$ cat src/rtl/shift_pkg.sv
// Purpose : shared command encodings, requester ids and helpers for the EXE shift path.
// Latency : n/a (types, constants and a pure function only).
// Backpressure: n/a.
package shift_pkg;

  // Shift command encoding. CMD[1] selects sign fill, and any nonzero CMD shifts
  // right, so the spare code 2'b11 behaves exactly like SRA.
  localparam logic [1:0] SHIFT_SLL = 2'b00;
  localparam logic [1:0] SHIFT_SRL = 2'b01;
  localparam logic [1:0] SHIFT_SRA = 2'b10;

  typedef enum logic {
    REQ_ALU    = 1'b0,
    REQ_MULDIV = 1'b1
  } req_id_e;

  // One shift operation as presented by a requester.
  typedef struct packed {
    logic [31:0] din;
    logic [4:0]  shamt;
    logic [1:0]  cmd;
  } shift_op_t;

  // Bit reversal lets a single right-shifting network also perform left shifts.
  function automatic logic [31:0] bit_rev32(input logic [31:0] v);
    logic [31:0] r;
    for (int i = 0; i < 32; i++) begin
      r[i] = v[31-i];
    end
    return r;
  endfunction

endpackage

$ cat src/rtl/shift_arbiter_shifter.sv
// Purpose : combinational 32-bit barrel shifter (SLL / SRL / SRA).
// Latency : 0 cycles, purely combinational.
// Backpressure: none; the output follows the inputs.
//
// Ports:
//   DIN_SE       [31:0] operand
//   SHIFT_VAL_SE [4:0]  shift amount
//   CMD_SE       [1:0]  command (shift_pkg encoding)
//   DOUT_SE      [31:0] shifted result
module shifter
  import shift_pkg::*;
(
  input  logic [31:0] DIN_SE,
  input  logic [4:0]  SHIFT_VAL_SE,
  input  logic [1:0]  CMD_SE,
  output logic [31:0] DOUT_SE
);

  localparam logic [31:0] ALL_ONES = '1;

  logic        shift_right;
  logic        fill_bit;
  logic [31:0] stage_v;

  // Any nonzero command shifts right. Sign fill is used only when CMD[1] is
  // set. For SLL CMD[1] is 0, so the fill is always zero for left shifts.
  assign shift_right = |CMD_SE;
  assign fill_bit    = CMD_SE[1] & DIN_SE[31];

  // Log shifter: five conditional right-shift stages of 1, 2, 4, 8 and 16
  // bits. A left shift reverses the operand on the way in and on the way out.
  always_comb begin
    stage_v = shift_right ? DIN_SE : bit_rev32(DIN_SE);
    for (int k = 0; k < 5; k++) begin
      if (SHIFT_VAL_SE[k]) begin
        stage_v = (stage_v >> (1 << k)) | (~(ALL_ONES >> (1 << k)) & {32{fill_bit}});
      end
    end
  end

  assign DOUT_SE = shift_right ? stage_v : bit_rev32(stage_v);

endmodule

$ cat src/rtl/shift_arbiter.sv
// Purpose : shares one barrel shifter between the ALU (req 0) and mul/div (req 1)
//           and holds the result in a one-entry output buffer.
// Latency : 1 cycle. A request accepted at edge N is valid from N+1.
//           Sustains 1 op/cycle while the owner drains.
// Backpressure: a held buffer (owner not ready) blocks all new acceptances.
//           A flush empties a req-0 entry and blocks req-0 requests.
//
// Ports:
//   CLK, RESET_N                  clock, synchronous active-low reset
//   FLUSH_SA                      pipeline flush; kills requester-0 traffic only
//   REQx_VALID/DIN/SHAMT/CMD_SA   requester x operation (hold while READY=0)
//   REQx_READY_SA                 requester x accepted this cycle
//   RESx_VALID_SA                 buffered result belongs to requester x
//   RES_DATA_SA                   buffered shift result (shared)
//   RESx_READY_SA                 requester x consumes the result
module shift_arbiter
  import shift_pkg::*;
#(
  parameter bit FIXED_PRIO = 1'b0
) (
  input  logic        CLK,
  input  logic        RESET_N,
  input  logic        FLUSH_SA,

  input  logic        REQ0_VALID_SA,
  input  logic [31:0] REQ0_DIN_SA,
  input  logic [4:0]  REQ0_SHAMT_SA,
  input  logic [1:0]  REQ0_CMD_SA,
  output logic        REQ0_READY_SA,

  input  logic        REQ1_VALID_SA,
  input  logic [31:0] REQ1_DIN_SA,
  input  logic [4:0]  REQ1_SHAMT_SA,
  input  logic [1:0]  REQ1_CMD_SA,
  output logic        REQ1_READY_SA,

  output logic        RES0_VALID_SA,
  output logic        RES1_VALID_SA,
  output logic [31:0] RES_DATA_SA,
  input  logic        RES0_READY_SA,
  input  logic        RES1_READY_SA
);

  // Output buffer and arbitration state.
  logic        full_q,  full_d;
  req_id_e     owner_q, owner_d;
  logic [31:0] data_q,  data_d;
  req_id_e     last_q,  last_d;

  logic        elig0, elig1, contend;
  logic        grant0, grant1;
  logic        res0_vld, res1_vld;
  logic        drained, flush_kill, free_buf;
  logic        acc0, acc1;

  shift_op_t   op0, op1, op_sel;
  logic [31:0] shift_out;

  assign res0_vld = full_q & (owner_q == REQ_ALU);
  assign res1_vld = full_q & (owner_q == REQ_MULDIV);

  // A requester-0 entry that is flushed does not count as drained, even if
  // RES0_READY is high. This keeps requester 1 out of the flush cycle.
  assign drained    = (res0_vld & RES0_READY_SA & ~FLUSH_SA) | (res1_vld & RES1_READY_SA);
  assign flush_kill = res0_vld & FLUSH_SA;
  assign free_buf   = ~full_q | drained;

  assign elig0   = REQ0_VALID_SA & ~FLUSH_SA;
  assign elig1   = REQ1_VALID_SA;
  assign contend = elig0 & elig1;

  // Round-robin: on contention the requester not recorded in last_q wins.
  // Fixed priority: requester 0 wins whenever it is eligible.
  always_comb begin
    grant0 = 1'b0;
    grant1 = 1'b0;
    if (FIXED_PRIO) begin
      grant0 = elig0;
      grant1 = elig1 & ~elig0;
    end else if (contend) begin
      grant0 = (last_q == REQ_MULDIV);
      grant1 = (last_q == REQ_ALU);
    end else begin
      grant0 = elig0;
      grant1 = elig1;
    end
  end

  assign acc0 = grant0 & free_buf;
  assign acc1 = grant1 & free_buf;

  assign REQ0_READY_SA = acc0;
  assign REQ1_READY_SA = acc1;

  assign op0 = '{din: REQ0_DIN_SA, shamt: REQ0_SHAMT_SA, cmd: REQ0_CMD_SA};
  assign op1 = '{din: REQ1_DIN_SA, shamt: REQ1_SHAMT_SA, cmd: REQ1_CMD_SA};

  // Requester 0 is the default source when nobody is granted. The result is
  // only captured on acceptance, so the idle choice does not matter.
  assign op_sel = grant1 ? op1 : op0;

  shifter u_shifter (
    .DIN_SE       (op_sel.din),
    .SHIFT_VAL_SE (op_sel.shamt),
    .CMD_SE       (op_sel.cmd),
    .DOUT_SE      (shift_out)
  );

  always_comb begin
    full_d  = full_q;
    owner_d = owner_q;
    data_d  = data_q;
    last_d  = last_q;

    if (flush_kill | drained) begin
      full_d = 1'b0;
    end

    // Refill takes priority over drain on the same edge. Acceptance implies
    // free_buf, so it can never coincide with a flush of a held req-0 entry.
    if (acc0 | acc1) begin
      full_d  = 1'b1;
      owner_d = acc1 ? REQ_MULDIV : REQ_ALU;
      data_d  = shift_out;
      // last_q only moves on contended round-robin grants.
      if (!FIXED_PRIO && contend) begin
        last_d = acc1 ? REQ_MULDIV : REQ_ALU;
      end
    end
  end

  always_ff @(posedge CLK) begin
    if (!RESET_N) begin
      full_q  <= 1'b0;
      owner_q <= REQ_ALU;
      data_q  <= '0;
      last_q  <= REQ_MULDIV;
    end else begin
      full_q  <= full_d;
      owner_q <= owner_d;
      data_q  <= data_d;
      last_q  <= last_d;
    end
  end

  assign RES0_VALID_SA = res0_vld;
  assign RES1_VALID_SA = res1_vld;
  assign RES_DATA_SA   = data_q;

endmodule

$ cat config.mk
export PLATFORM = sky130hd
export DESIGN_NAME = shift_arbiter
export DESIGN_NICKNAME = d
export VERILOG_FILES = /design/src/rtl/shift_pkg.sv /design/src/rtl/shift_arbiter_shifter.sv /design/src/rtl/shift_arbiter.sv
export SDC_FILE = /design/constraint.sdc
export NUM_CORES = 1
export LEC_CHECK = 0
export BUFFER_PORTS_ARGS = -buffer_cell sky130_fd_sc_hd__buf_4
export CAP_MARGIN = 20
export CORE_ASPECT_RATIO = 0.8
export CORE_MARGIN = 5
export CORE_UTILIZATION = 55
export CTS_BUF_LIST = sky130_fd_sc_hd__clkbuf_16
export CTS_CLUSTER_DIAMETER = 150
export DETAILED_ROUTE_END_ITERATION = 16
export PLACE_DENSITY = 0.82
export SYNTH_ARGS = -nofsm -noshare
export SYNTH_HDL_FRONTEND = slang
export SYNTH_HIERARCHICAL = 1
export SYNTH_SLANG_ARGS = --single-unit
export TNS_END_PERCENT = 30
$ cat constraint.sdc
create_clock -name CLK -period 4.4 [get_ports CLK]
set_input_delay 0.66 -clock CLK [delete_from_list [all_inputs] [get_ports CLK]]
set_output_delay 0.66 -clock CLK [all_outputs]
set_load 0.005 [all_outputs]
# Word level (Yosys, flattened, before mapping)
# Cells that the tools add are included.
word_totals:
  output_inout_bits: 36
  regBits: 35
op_classes:
  n_reduce_logical: 3
  bitwise: 24
  muxes: 13
op_table:
  columns: ["op", "n"]
  rows:
  - ["$mux W32", 7]
  - ["$mux W39", 1]
  - ["$or A16 B32 Y32", 1]
  - ["$or A24 B32 Y32", 1]
  - ["$or A28 B32 Y32", 1]
  - ["$or A30 B32 Y32", 1]
  - ["$or A31 B32 Y32", 1]
  - ["$and A1 B1 Y1", 11]
  - ["$mux W1", 5]
  - ["$not A1 Y1", 4]
  - ["$or A1 B1 Y1", 4]
  - ["$reduce_and A2 Y1", 1]
  - ["$reduce_bool A2 Y1", 1]
  - ["$reduce_or A2 Y1", 1]

# Logic depth before layout (Yosys ltp)
# Gate-level depths: netlist of run 1.
logic_depth:
  depth_word: 18
  depth_mapped: 17

# Cells and area by module
# The synthesis of run 1 kept the hierarchy.
by_module_without_submodules:
  columns: ["module", "area_each_um2", "instances", "cells_per_inst"]
  rows:
  - ["shifter", 2849.0, 1, 366]
  - ["shift_arbiter", 1950.6, 1, 208]

# Worst setup path before layout of run 1
# Ideal clock, no wire load.
synth_timing:
  kind: "input to register"
  from: "in FLUSH_SA"
  to: "reg data_q[28], in the netlist RES_DATA_SA[28]"
  arrival_time_ps: 3919
  required_time_ps: 4280
  path_stages: 14
  path_buffers: 3
  slack_ps: 362
  setup_ps: 120
  cell_sequence: "nand2b_1 -> o21ai_2 -> buf_4 -> mux2_2 -> buf_2 -> nor2_2 -> buf_4 -> mux4_2 -> mux4_2 -> mux2i_1 -> a211oi_1 -> a21o_1 -> nand2_1 -> mux2i_1"
synth_rtl:
  columns: ["element", "line", "text"]
  rows:
  - ["from (decl)", "shift_arbiter.sv:23", "input logic FLUSH_SA,"]
  - ["to (signal assigned)", "shift_arbiter.sv:141", "data_q <= data_d;"]
  - ["to (decl)", "shift_arbiter.sv:47", "logic [31:0] data_q, data_d;"]

==> results of run 1 <==
-- state kept, by name, summed over array words and instances, names as in the netlist --
name / flops
RES_DATA_SA: 32
full_q: 1
last_q: 1
owner_q: 1
-- final cells by class --
class | instances | area share [%]
Tap cell | 112 | 2.34
Inverter | 9 | 0.563
Sequential cell | 35 | 11.7
Clock buffer | 5 | 2.09
Multi-Input combinational cell | 476 | 63.3
Timing Repair Buffer | 154 | 19.3
Clock inverter | 3 | 0.730
-- cell families (layout without fill, tap and decap cells) --
logic type | count (synthesis) | count (layout) | share of synthesized area [%]
buf+inv | 63 | 171 | 6.49
simple gates | 203 | 203 | 18.6
mux | 159 | 159 | 43.4
flops | 35 | 35 | 14.6
compound gates | 114 | 114 | 16.9
-- cells in the final DEF (no fill, tap or decap), drive strengths merged, types with 3 or more instances in the layout --
cell type and instances:
or3 5, nor3 5, o21a 7, a31oi 4
dfxtp 35, clkbuf 5, or3b 3, mux2i 62
buf 154, nor2b 3, a21boi 3, o211ai 13
o2111ai 3, nand3 6, o21ai 14, nand4 3
a211o 3, a21oi 22, o2bb2ai 4, and2 6
inv 9, a211oi 5, mux4 33, a22o 3
nor2 29, o32ai 5, a22oi 4, mux2 64
and3 3, o22ai 9, nand2b 8, nand2 125
-- Yosys cell counts, types with 4 or more instances --
library cell  number
buf_4              5
o22ai_1            9
dfxtp_1           35
inv_1              9
buf_1              5
clkbuf_1          29
nor2_1            28
o21a_1             7
buf_2              9
mux2_2            61
mux4_2            33
nor3_1             5
buf_6              6
nand2_1          125
a211oi_1           5
mux2i_1           62
o32ai_1            5
o21ai_0           12
a21oi_1           22
and2_1             5
o211ai_1          13
a31oi_1            4
or3_1              5
o2bb2ai_1          4
nand3_1            6
nand2b_1           8
-- power by group --
group / switching, W / internal (W) / total, W
Clock: 0.000144 / 0.000267 / 0.000412
Sequential: 0.0000260 / 0.000360 / 0.000386
Combinational: 0.000548 / 0.000469 / 0.00102
-- routing by layer --
layer | track usage, % | share of wire (%) | vias to the layer above
met1 | 42.3 | 40 | 2461
met3 | 9.06 | 14 | 42
met5 | 0 | 0 | -
met2 | 47.8 | 45 | 363
li1 | - | - | 2350
met4 | 6.43 | 1.9 | 0
-- tightest hold or removal path, delay by kind of cell (launching register included) --
| kind | cells | cell delay, ps |
|---|---|---|
| mux | 1 | 50 |
| flops | 1 | 310 |
| simple gates | 1 | 50 |
-- worst min path at each step --
stage	endpoint	from	slack [ps]	depth (start not counted)
2_1_floorplan	RES_DATA_SA[0]	RES_DATA_SA[0]	450	2
3_3_place_gp	RES_DATA_SA[25]	RES_DATA_SA[25]	440	2
3_5_place_dp	RES_DATA_SA[20]	RES_DATA_SA[20]	450	2
4_1_cts	RES_DATA_SA[15]	RES_DATA_SA[15]	460	2
5_1_grt	RES_DATA_SA[31]	RES_DATA_SA[31]	480	2
6_report	RES_DATA_SA[8]	RES_DATA_SA[8]	460	2
-- through the flow --
step | worst slack [ps] | power, W | util (%) | instances | hold WS [ps]
floorplan | 362 | 0.00104 | - | 574 | 451
global placement | 276 | 0.00136 | 68.7 | 786 | 443
detailed placement | 219 | 0.00138 | 68.7 | 786 | 451
CTS | 506 | 0.00179 | 70.7 | 794 | 461
global route | 258 | 0.00190 | 70.7 | 794 | 481
finish | 389 | 0.00181 | 70.7 | 794 | 459
==> out/results.tsv, run 1 <==
stage	metric	value	unit
global_route	GRT Total Usage	30.7	%
critical_path	crit path DAT	4220	ps
synthesis	synthesized net count	659	
critical_path	slowest CP cell	mux2_2	
die	Starting Density	56.6	%
synthesis	Yosys top cell by area	mux4_2	
critical_path	critical path type	primary input to flop	
route	DRT antenna net count	0	
final_layout	Nets	766	
clock_tree	worst-case clock buffer depth	2	
clock_tree	CTS tree	built	
synthesis	Area contributors post-synth	mux4_2 (15%), dfxtp_1 (15%), mux2_2 (14%), mux2i_1 (13%), nand2_1 (9.8%)	
synthesis	post-synth top area share	15.5	%
timing	Hold Fails Final Rpt	0	
placement	dpl cell area	5830	um^2
critical_path	r2r startpoint	last_q	
power_and_ir_drop	Pleak	2.61	nW
critical_path	CP endpoint	RES_DATA_SA[28]	
final_layout	area occupied by multi-input gates	3800	um^2
critical_path	r2r worst-path depth	14	
route	vias per cell	6.57	
final_layout	share of layout cells above drive strength 1	39.0	%
critical_path	largest fanout on the critical path	20	
clock_tree	setup bufs post-CTS	0	
timing	fin crit share	91.2	%
synthesis	Synth cell types	60	
die	IO Count	121	
global_route	largest net degree at the start of global routing	70	
critical_path	Worst path max stage delay	540	ps
final_layout	fillers	680	
power_and_ir_drop	pwr dens	302	nW/um^2
route	# DRC	0	
final_layout	Area growth syn-to-layout	25.0	%
placement	Port Buf Inserts	120	
timing	min Tclk post-route	4010	ps
route	first-pass detailed-route iteration total	5	
clock_tree	clk root buf	clkbuf_16	
critical_path	CP startpoint kind	primary input	
clock_tree	total clock buffers created by CTS	5	
critical_path	R2R Setup Slk	620	ps
die	Die X	114	um
synthesis	Synth Warn #	6	
flow_run	max cap viols	0	
clock_tree	TritonCTS sink count	35	
synthesis	Mapped Area	4800	um^2
timing	total negative setup slack	0	ps
die	Die Ht	93.6	um
synthesis	Post-Syn Area per Cell	8.36	um^2
timing	worst slew pin tran	652	ps
global_route	initial antenna violation count	0	
synthesis	Synth async-reset ratio	0	%
synthesis	EDFF count, synth	0	
clock_tree	clk_lat worst skew	280	ps
timing	final-report max-slew violation count	0	
power_and_ir_drop	Max IR drop VDD	233	uV
clock_tree	Hold Buf Count CTS	0	
critical_path	Buf+Inv Stages, Crit Path	4	
critical_path	Top delay family on crit path	multiplexers	
timing	relative slew slack	56.1	%
synthesis	Post-Synthesis Cells	574	
die	Die Area	10700	um^2
critical_path	cell count along the critical path	15	
die	Core Area	8480	um^2
die	Site Rows	30	
timing	Max Fclk	249	MHz
critical_path	CP endpoint kind	flop	
synthesis	Synth Register Bits	35	
clock_tree	Max H-tree Level	2	
final_layout	ANT cells	0	
route	initial DRC count	595	
timing	Setup violations, final	0	
final_layout	Post-Layout Inst Area	6000	um^2
critical_path	crit path cell chain	buf_4 -> nand2b_1 -> o21ai_4 -> buf_4 -> mux2_2 -> inv_1 -> buf_4 -> mux4_2 -> mux2i_1 -> mux2i_1 -> nor2_1 -> a211oi_1 -> a21o_1 -> nand2_1 -> mux2i_1	
critical_path	r2r endpoint	RES_DATA_SA[28]	
route	via count	5216	
clock_tree	post-CTS resize count	0	
global_route	first-pass GRT wire length	26.2	mm
critical_path	Critical Path RT	4610	ps
status	status	complete, no violations	
min_path	Worst Hold Class	flop to flop	
timing	RSZ-0062 raised after global routing	false	
global_route	Remaining Overflow, GRT	0	
placement	hpwl dp	13.6	mm
synthesis	sequential area share after synthesis	14.6	%
placement	routability congestion estimate	1.01	
final_layout	register area	701	um^2
route	final WL	17.1	mm
synthesis	dominant synthesized flop cell	dfxtp_1	
global_route	vias in the first global route	4943	
clock_tree	clk slew on worst S/H paths	60	ps
critical_path	Crit. Startpoint	FLUSH_SA	
route	WL/cell	21.5	um
timing	skew final	4.41	ps
Power figures use the tool's default switching activity.
==> inputs of run 2 (changes only) <==
- CORE_UTILIZATION: 55 -> 50
- PLACE_DENSITY: 0.82 -> 0.76
==> out/results.tsv, run 2 (synthesis gave the netlist of run 1 again) <==
stage	metric	value	unit
status	status	complete, no violations	
timing	final-report max-slew violation count	0	
min_path	WHS Endpoint	RES_DATA_SA[30]	
route	WL/cell	21.6	um
timing	total negative setup slack	0	ps
power_and_ir_drop	Pleak	2.62	nW
critical_path	r2r endpoint	RES_DATA_SA[3]	
die	Die X	120	um
timing	min Tclk post-route	4030	ps
clock_tree	TritonCTS sink count	35	
power_and_ir_drop	clock network fraction of design power	22.4	%
placement	dpl cell area	5870	um^2
critical_path	crit path DAT	4240	ps
critical_path	slowest CP cell	mux2_2	
min_path	hold depth	2	
power_and_ir_drop	combinational share of power	56.5	%
timing	Setup violations, final	0	
route	# DRC	0	
timing	skew final	5.38	ps
final_layout	Layout Cells excl Fill	800	
global_route	initial antenna violation count	0	
power_and_ir_drop	Max IR drop VDD	199	uV
route	vias per cell	6.50	
placement	hpwl dp	13.6	mm
power_and_ir_drop	Switching Power	0.000720	W
die	Site Rows	32	
critical_path	CP endpoint kind	flop	
placement	Cell Count Post-Placement	792	
critical_path	Most common cell on crit path	mux2i_1	
critical_path	R2R Setup Slk	740	ps
power_and_ir_drop	Pint	0.00110	W
critical_path	r2r worst-path depth	14	
flow_run	max cap viols	0	
critical_path	CP startpoint kind	primary input	
final_layout	Nets	765	
route	first-pass detailed-route iteration total	5	
critical_path	crit path cell chain	buf_4 -> nand2b_1 -> o21ai_4 -> buf_12 -> mux2_2 -> inv_1 -> buf_4 -> mux4_2 -> mux2i_1 -> mux2i_1 -> nor2_1 -> a211oi_1 -> o2bb2ai_1 -> nand2_1 -> mux2i_1	
global_route	largest net degree at the start of global routing	70	
timing	Max Fclk	248	MHz
critical_path	critical path type	primary input to flop	
timing	Hold Fails Final Rpt	0	
global_route	Remaining Overflow, GRT	0	
placement	routability congestion estimate	1.04	
final_layout	number of flip-flops in the largest register	32	
final_layout	ANT cells	0	
power_and_ir_drop	pwr dens	302	nW/um^2
min_path	Hold Crit Start	RES_DATA_SA[30]	
clock_tree	clk slew on worst S/H paths	60	ps
final_layout	Area growth syn-to-layout	25.8	%
global_route	vias in the first global route	5005	
critical_path	largest fanout on the critical path	33	
power_and_ir_drop	sequential share of power	21.1	%
clock_tree	setup bufs post-CTS	0	
timing	worst slew pin tran	681	ps
final_layout	commonest non-fill, non-tap cell in the layout	buf_4	
clock_tree	CTS tree	built	
route	via count	5200	
die	Core Area	9530	um^2
final_layout	fillers	845	
global_route	first-pass GRT wire length	27.3	mm
final_layout	most frequent cells in the layout	buf_4 (150), nand2_1 (125), mux2i_1 (62)	
critical_path	Critical Path RT	4610	ps
clock_tree	total clock buffers created by CTS	5	
die	Die Ht	97.6	um
route	initial DRC count	545	
timing	RSZ-0062 raised after global routing	false	
clock_tree	worst-case clock buffer depth	2	
clock_tree	Max H-tree Level	2	
timing	relative slew slack	54.2	%
die	Starting Density	50.4	%
die	Die Area	11700	um^2
die	IO Count	121	
final_layout	Post-Layout Inst Area	6040	um^2
clock_tree	post-CTS resize count	0	
final_layout	share of layout cells above drive strength 1	38.9	%
global_route	GRT Total Usage	28.9	%
timing	fin crit share	91.6	%
critical_path	r2r startpoint	last_q	
clock_tree	clk root buf	clkbuf_16	
min_path	Worst Hold Class	flop to flop	
route	final WL	17.3	mm
clock_tree	Hold Buf Count CTS	0	
critical_path	Worst path max stage delay	530	ps
placement	Port Buf Inserts	120	
route	DRT antenna net count	0	
clock_tree	clk_lat worst skew	280	ps
power_and_ir_drop	switching share of power	39.5	%
## run 2: cell count changes in the layout (fill, tap and decap cells not counted)
cell    before  now
buf_12       0    3
buf_4      154  150
## run 2: layout make-up
class                           count  area (um^2)  area share (%)
Multi-Input combinational cell    476         3800            62.9
Clock inverter                      3         43.8           0.725
Sequential cell                    35          701            11.6
Timing Repair Buffer              153         1190            19.6
Clock buffer                        5          125            2.07
Tap cell                          119          149            2.47
Inverter                            9         33.8           0.559
## run 2: critical path, delay by kind of cell
kind                   cells  cell delay [ps]
buffers and inverters      4              840
AND/OR/NAND/NOR            3              430
multiplexers               5             1420
AO/OA/AOI/OAI              3              850
## run 2: per-stage QoR
| stage | power [W] | utilization [%] | setup WS, ps | hold slack (ps) |
|---|---|---|---|---|
| floorplan | 0.00104 | - | 362 | 451 |
| detailed placement | 0.00139 | 61.6 | 172 | 446 |
| finish | 0.00182 | 63.4 | 370 | 456 |
| global route | 0.00192 | 63.4 | 196 | 478 |
| CTS | 0.00180 | 63.4 | 459 | 459 |
| global placement | 0.00137 | 61.6 | 247 | 443 |
## run 2: worst max-delay path by stage
| stage | startpoint | endpoint | slack [ps] |
|---|---|---|---|
| final | FLUSH_SA | RES_DATA_SA[3] | 370 |
| after detailed placement | FLUSH_SA | RES_DATA_SA[3] | 170 |
| after global routing | FLUSH_SA | RES_DATA_SA[3] | 200 |
| after floorplan | FLUSH_SA | RES_DATA_SA[28] | 360 |
| after CTS | FLUSH_SA | RES_DATA_SA[3] | 460 |
| after global placement | FLUSH_SA | RES_DATA_SA[28] | 250 |
## run 2: power groups by stage
stage | Combinational, W | Sequential [W] | Clock, W
detailed placement | 0.000995 | 0.000391 | 0
global route | 0.00110 | 0.000390 | 0.000428
global placement | 0.000981 | 0.000388 | 0
finish | 0.00103 | 0.000385 | 0.000409
floorplan | 0.000650 | 0.000390 | 0
CTS | 0.00100 | 0.000385 | 0.000414
## run 2: routing by layer
| layer | routed length [um] | global-route usage [%] |
|---|---|---|
| met3 | 2060 | 8.79 |
| met5 | 0 | 0 |
| met4 | 417 | 7.31 |
| met1 | 7210 | 40.1 |
| met2 | 7610 | 43.8 |
